File: src/rtl/song_sequencer.sv
// Song sequencer: walks one song in an external ROM, decodes note/rest/end words and
// hands notes to the note player over a new_note/note_ack handshake. Supports loop mode,
// song-change/restart rewind and pause that keeps position and remaining rest beats.
module song_sequencer #(
  parameter int unsigned SONG_W  = 2,
  parameter int unsigned NADDR_W = 5,
  parameter int unsigned NOTE_W  = 6,
  parameter int unsigned DUR_W   = 6,
  parameter int unsigned META_W  = 3,
  parameter int unsigned ROM_LAT = 1,
  localparam int unsigned WordW  = 1 + NOTE_W + DUR_W + META_W
) (
  input  logic                      clk_i,
  input  logic                      rst_ni,
  input  logic                      play_i,
  input  logic                      loop_i,
  input  logic                      restart_i,
  input  logic [SONG_W-1:0]         song_i,
  input  logic                      beat_i,
  output logic [SONG_W+NADDR_W-1:0] rom_addr_o,
  input  logic [WordW-1:0]          rom_data_i,
  output logic                      new_note_o,
  input  logic                      note_ack_i,
  output logic [NOTE_W-1:0]         note_o,
  output logic [DUR_W-1:0]          duration_o,
  output logic [META_W-1:0]         metadata_o,
  output logic                      song_done_o,
  output logic                      busy_o
);

  localparam int unsigned LatW = (ROM_LAT > 1) ? $clog2(ROM_LAT) : 1;
  localparam logic [LatW-1:0] LatLast = LatW'(ROM_LAT - 1);

  typedef enum logic [2:0] {
    StIdle,
    StFetch,
    StDecode,
    StNoteOut,
    StRest,
    StAdvance,
    StDone
  } state_e;

  state_e              state_q;
  logic [SONG_W-1:0]   song_q;
  logic [NADDR_W-1:0]  idx_q;
  logic [NOTE_W-1:0]   rest_q;
  logic [LatW-1:0]     lat_q;
  logic [NOTE_W-1:0]   note_q;
  logic [DUR_W-1:0]    dur_q;
  logic [META_W-1:0]   meta_q;
  logic                new_note_q;
  logic                song_done_q;

  // ROM word fields: {is_rest, note, dur, meta}
  logic                word_is_rest;
  logic [NOTE_W-1:0]   word_note;
  logic [DUR_W-1:0]    word_dur;
  logic [META_W-1:0]   word_meta;
  logic                word_is_end;
  logic                rewind;

  assign word_is_rest = rom_data_i[WordW-1];
  assign word_note    = rom_data_i[WordW-2 -: NOTE_W];
  assign word_dur     = rom_data_i[DUR_W+META_W-1 -: DUR_W];
  assign word_meta    = rom_data_i[META_W-1:0];
  // End marker: a note word with zero duration
  assign word_is_end  = !word_is_rest && (word_dur == '0);

  // Restart or a new song selection rewinds the sequencer
  assign rewind = restart_i || (song_i != song_q);

  assign rom_addr_o  = {song_q, idx_q};
  assign new_note_o  = new_note_q;
  assign note_o      = note_q;
  assign duration_o  = dur_q;
  assign metadata_o  = meta_q;
  assign song_done_o = song_done_q;
  assign busy_o      = (state_q != StIdle) && (state_q != StDone);

  // Sequencer FSM with its datapath and registered outputs
  always_ff @(posedge clk_i or negedge rst_ni) begin
    if (!rst_ni) begin
      state_q     <= StIdle;
      song_q      <= '0;
      idx_q       <= '0;
      rest_q      <= '0;
      lat_q       <= '0;
      note_q      <= '0;
      dur_q       <= '0;
      meta_q      <= '0;
      new_note_q  <= 1'b0;
      song_done_q <= 1'b0;
    end else begin
      song_done_q <= 1'b0;
      unique case (state_q)
        StIdle: begin
          if (play_i) begin
            song_q  <= song_i;
            idx_q   <= '0;
            lat_q   <= '0;
            state_q <= StFetch;
          end
        end

        StDone: begin
          if (rewind) begin
            song_q  <= song_i;
            idx_q   <= '0;
            lat_q   <= '0;
            rest_q  <= '0;
            state_q <= StFetch;
          end
        end

        default: begin
          if (rewind) begin
            // Rewind wins over pause, ack and beat; no song_done pulse
            new_note_q <= 1'b0;
            rest_q     <= '0;
            idx_q      <= '0;
            lat_q      <= '0;
            song_q     <= song_i;
            state_q    <= StFetch;
          end else begin
            unique case (state_q)
              StFetch: begin
                if (play_i) begin
                  if (lat_q == LatLast) begin
                    lat_q   <= '0;
                    state_q <= StDecode;
                  end else begin
                    lat_q <= lat_q + LatW'(1);
                  end
                end
              end

              StDecode: begin
                if (play_i) begin
                  if (word_is_end) begin
                    song_done_q <= 1'b1;
                    if (loop_i) begin
                      idx_q   <= '0;
                      lat_q   <= '0;
                      state_q <= StFetch;
                    end else begin
                      state_q <= StDone;
                    end
                  end else if (word_is_rest) begin
                    rest_q  <= word_note;
                    state_q <= (word_note == '0) ? StAdvance : StRest;
                  end else begin
                    note_q     <= word_note;
                    dur_q      <= word_dur;
                    meta_q     <= word_meta;
                    new_note_q <= 1'b1;
                    state_q    <= StNoteOut;
                  end
                end
              end

              // The handshake completes even while paused
              StNoteOut: begin
                if (note_ack_i) begin
                  new_note_q <= 1'b0;
                  state_q    <= StAdvance;
                end
              end

              StRest: begin
                if (play_i && beat_i) begin
                  if (rest_q <= NOTE_W'(1)) begin
                    rest_q  <= '0;
                    state_q <= StAdvance;
                  end else begin
                    rest_q <= rest_q - NOTE_W'(1);
                  end
                end
              end

              StAdvance: begin
                if (play_i) begin
                  if (idx_q == '1) begin
                    // Last word of the song area: end of song instead of wrapping
                    song_done_q <= 1'b1;
                    if (loop_i) begin
                      idx_q   <= '0;
                      lat_q   <= '0;
                      state_q <= StFetch;
                    end else begin
                      state_q <= StDone;
                    end
                  end else begin
                    idx_q   <= idx_q + NADDR_W'(1);
                    lat_q   <= '0;
                    state_q <= StFetch;
                  end
                end
              end

              default: begin
                state_q <= StIdle;
              end
            endcase
          end
        end
      endcase
    end
  end

endmodule

File: config.mk
export PLATFORM = sky130hd
export DESIGN_NAME = song_sequencer
export DESIGN_NICKNAME = d
export VERILOG_FILES = /design/src/rtl/song_sequencer.sv
export SDC_FILE = /design/constraint.sdc
export NUM_CORES = 1
export LEC_CHECK = 0
export ABC_CLOCK_PERIOD_IN_PS = 1800
export BUFFER_PORTS_ARGS = -buffer_cell sky130_fd_sc_hd__buf_4
export CELL_PAD_IN_SITES_DETAIL_PLACEMENT = 0
export CELL_PAD_IN_SITES_GLOBAL_PLACEMENT = 1
export CORE_ASPECT_RATIO = 1.4
export CORE_MARGIN = 10
export CORE_UTILIZATION = 37
export DETAILED_ROUTE_END_ITERATION = 7
export PLACE_DENSITY = 0.76
export SLEW_MARGIN = 10
export SYNTH_ARGS = -nofsm -noshare
export SYNTH_HDL_FRONTEND = slang
export SYNTH_SLANG_ARGS = --single-unit
File: constraint.sdc
create_clock -name clk_i -period 1.8 [get_ports clk_i]
set_input_delay 0.36 -clock clk_i [delete_from_list [all_inputs] [get_ports clk_i]]
set_output_delay 0.36 -clock clk_i [all_outputs]
set_load 0.005 [all_outputs]
==> flow_metrics.env <==
export IMPL_cp_required_ns=1.98
export IMPL_status="complete, but fails checks"
export IMPL_skew_ns=0.00352
export IMPL_r2r_slack_ns=-0.03
export IMPL_setup_slack_ns=-0.0658
export IMPL_die_width_um=84.2
export IMPL_ys_seq_elements=34
export IMPL_slew_viol_final=0
export IMPL_cp_arrival_ns=2.05
export IMPL_layout_common_cells="107 x buf_4, 32 x dfrtp_1, 16 x mux2_4"
export IMPL_clkLatencyLatePin_ns=0.30
export IMPL_routed_via_density=5.34
export IMPL_cts_made_buffers=5
export IMPL_yosys_warnings=0
export IMPL_r2r_end="rest_q[3]$_DFFE_PN0P_"
export IMPL_worstMarginPinSlew_ns=0.453
export IMPL_synth_net_count=245
export IMPL_cts_buffer_depth=2
export IMPL_maxCapViolCount=0
export IMPL_hold_path_class="in -> async"
export IMPL_clk_pin_slew_worst_paths_ns=0.08
export IMPL_ys_seq_area_share_pct=39.8
export IMPL_fmax_mhz=536
export IMPL_synthesis_area_um2=2140
export IMPL_holdBufCountCts=0
export IMPL_synthToLayoutAreaGrowth_pct=59.9
export IMPL_gr_total_overflow=0
export IMPL_synth_top_cell_area_share_pct=39.8
export IMPL_drive_gt1_share_pct=55.7
export IMPL_crit_start="rom_data_i[4]"
export IMPL_grt_pass1_vias=2185
export IMPL_routed_wl_um=6750
export IMPL_core_area_um2=5570
export IMPL_synthMuxAreaShare_pct=15.1
export IMPL_reg2reg_from="song_q[1]$_DFFE_PN0P_"
export IMPL_pin_count=50
export IMPL_syn_inst=215
export IMPL_final_util_pct=61.4
export IMPL_cts_root_buf="clkbuf_8"
export IMPL_diodes=0
export IMPL_critPathCaptureType="flip-flop"
export IMPL_fin_total_pwr_mw=2.20
export IMPL_dp_cells=368
export IMPL_rows=32
export IMPL_grt_pass1_wl_um=10900
export IMPL_ys_top_cells_by_area="dfrtp_1 40%, mux2_4 6.3%, mux2_1 5.3%, ha_1 2.9%, a21oi_1 2.6%"
export IMPL_layoutNonFillerInstCount=395
export IMPL_cp_max_fo=8
export IMPL_synth_top_family_by_area="simple AND/OR/NAND/NOR gates"
export IMPL_worstSetupStartpointType="primary input"
export IMPL_tritoncts="built"
export IMPL_die_h_um=110
export IMPL_wl_per_cell_um=17.1
export IMPL_grt_util_all_layers_pct=14.5
export IMPL_synth_compound_area_share_pct=16.6
export IMPL_fin_hold_ws_ns=0.00888
export IMPL_dieArea_um2=9260
export IMPL_num_vias=2108
export IMPL_synth_xor_area_share_pct=1.64
export IMPL_synth_fa_ha_area_share_pct=2.93
export IMPL_relSlewSlack_pct=69.8
export IMPL_period_minus_slack_ns=1.87
export IMPL_crit_type="in -> reg"
export IMPL_power_density_nw_per_um2=645
export IMPL_reg2reg_depth=6
export IMPL_num_nets_final=356
export IMPL_ant_nets=0
export IMPL_port_buffer_count=49
export IMPL_start_util_pct=38.4
export IMPL_drt_iter0_drc=85
export IMPL_synth_area_per_cell_um2=9.94
export IMPL_setup_viol=25
export IMPL_synth_distinct_cells=51
export IMPL_hold_violations=0
export IMPL_synthSimpleGateAreaFrac_pct=19.7
export IMPL_power_leakage_nw=1.67
export IMPL_violations="negative setup slack"
export IMPL_irDropWorstVdd_mv=0.379
export IMPL_grt_max_degree=35
export IMPL_rsz0062_at_grt="yes"
export IMPL_cts_sinks=34
export IMPL_drt_pass1_iterations=4
export IMPL_finalCritPeriodShare_pct=104
export IMPL_drc=0
export IMPL_post_dp_hpwl_um=4910
export IMPL_synth_area_leader_cell="dfrtp_1"
export IMPL_layout_commonest_cell="buf_4"
export IMPL_h_tree_depth=2
export IMPL_globalplace_congestion=0.864
export IMPL_antenna_found_initial=0
[state kept, by name, summed over array words and instances (netlist names)]
name	flops
duration_o	6
note_o	6
rest_q	6
idx_q	5
metadata_o	3
state_q	3
song_q	2
lat_q	1
new_note_o	1
song_done_o	1
[layout make-up]
class                           instances  area [µm²]
Clock buffer                            5        68.8
Clock inverter                          3        45.0
Fill cell                             458        2150
Inverter                                7        26.3
Multi-Input combinational cell        162        1400
Sequential cell                        34         853
Tap cell                               68        85.1
Timing Repair Buffer                  116         938
[through the flow]
step	area (µm²)	setup WS (ns)	setup TNS, ns
after CTS	3260	-0.0545	-1.02
after floorplan	2170	-0.269	-4.74
final	3420	-0.0658	-0.917
after detailed placement	2940	-0.424	-11.36
after global routing	3420	-0.137	-2.34
after global placement	2940	-0.404	-10.94
[Yosys cell counts (all sizes together)]
library cell and count:
and3 2, o21ai 13, and2 1, a31oi 4, a21o 2, o31ai 4
inv 7, a21oi 12, nor2 12, and3b 1, or2 3, mux2 23
nand4b 2, or4 3, o221ai 1, and4b 1, ha 5, nand2b 5
o311ai 1, o41ai 1, nor4 3, nand2 14, nor3 3, nor3b 2
nand3b 1, xor2 4, a221oi 1, nand3 10, a22oi 3, nand4 1
a21boi 1, dfrtp 34, mux2i 3, or3 5, a211oi 2, a22o 4
clkbuf 8, buf 4, o22ai 3, nand4bb 1, nor2b 5
[power by group]
| group | internal (mW) | switching, mW |
|---|---|---|
| Clock | 0.412 | 0.324 |
| Combinational | 0.348 | 0.307 |
| Sequential | 0.792 | 0.0208 |
[how the worst max path moves through the flow]
stage | endpoint | slack, ns
5_1_grt | idx_q[4]$_DFFE_PN0P_ | -0.14
3_5_place_dp | duration_o[0]$_DFFE_PN0P_ | -0.42
3_3_place_gp | duration_o[0]$_DFFE_PN0P_ | -0.40
2_1_floorplan | duration_o[4]$_DFFE_PN0P_ | -0.27
4_1_cts | busy_o | -0.05
6_report | duration_o[1]$_DFFE_PN0P_ | -0.07
[metal layers]
| layer | up-vias | GRT usage [%] | part of all wire, % |
|---|---|---|---|
| li1 | 1007 | - | - |
| met1 | 1038 | 15.7 | 40 |
| met2 | 48 | 26.5 | 54 |
| met3 | 15 | 3.03 | 3.4 |
| met4 | 0 | 6.71 | 2.8 |
| met5 | - | 0 | 0 |
[cells by family (layout without fill, tap and decap cells)]
logic type / after synthesis / after routing
AOI/OAI and AO/OA: 52 / 52
muxes: 26 / 26
buffers and inverters: 19 / 131
xor gates and xnor gates: 4 / 4
and+or+nand+nor: 75 / 75
adders and majority gates: 5 / 5
DFF: 34 / 34
[worst max-delay path, stage by stage]
cell and delay (ns):
buf_6 0.09, or4_4 0.53, or3_4 0.36, nand3_2 0.09, or2_4 0.16, buf_12 0.14, mux2_1 0.31
[repair_timing]
action | 4_1_cts | 5_1_grt
endpoints found under the setup margin | 30 | 32
setup buffers | 11 | 7
pin swaps | 9 | 9
gates cloned | 1 | 0
gates resized for setup | 24 | 23
(Power assumes the default switching activity.)
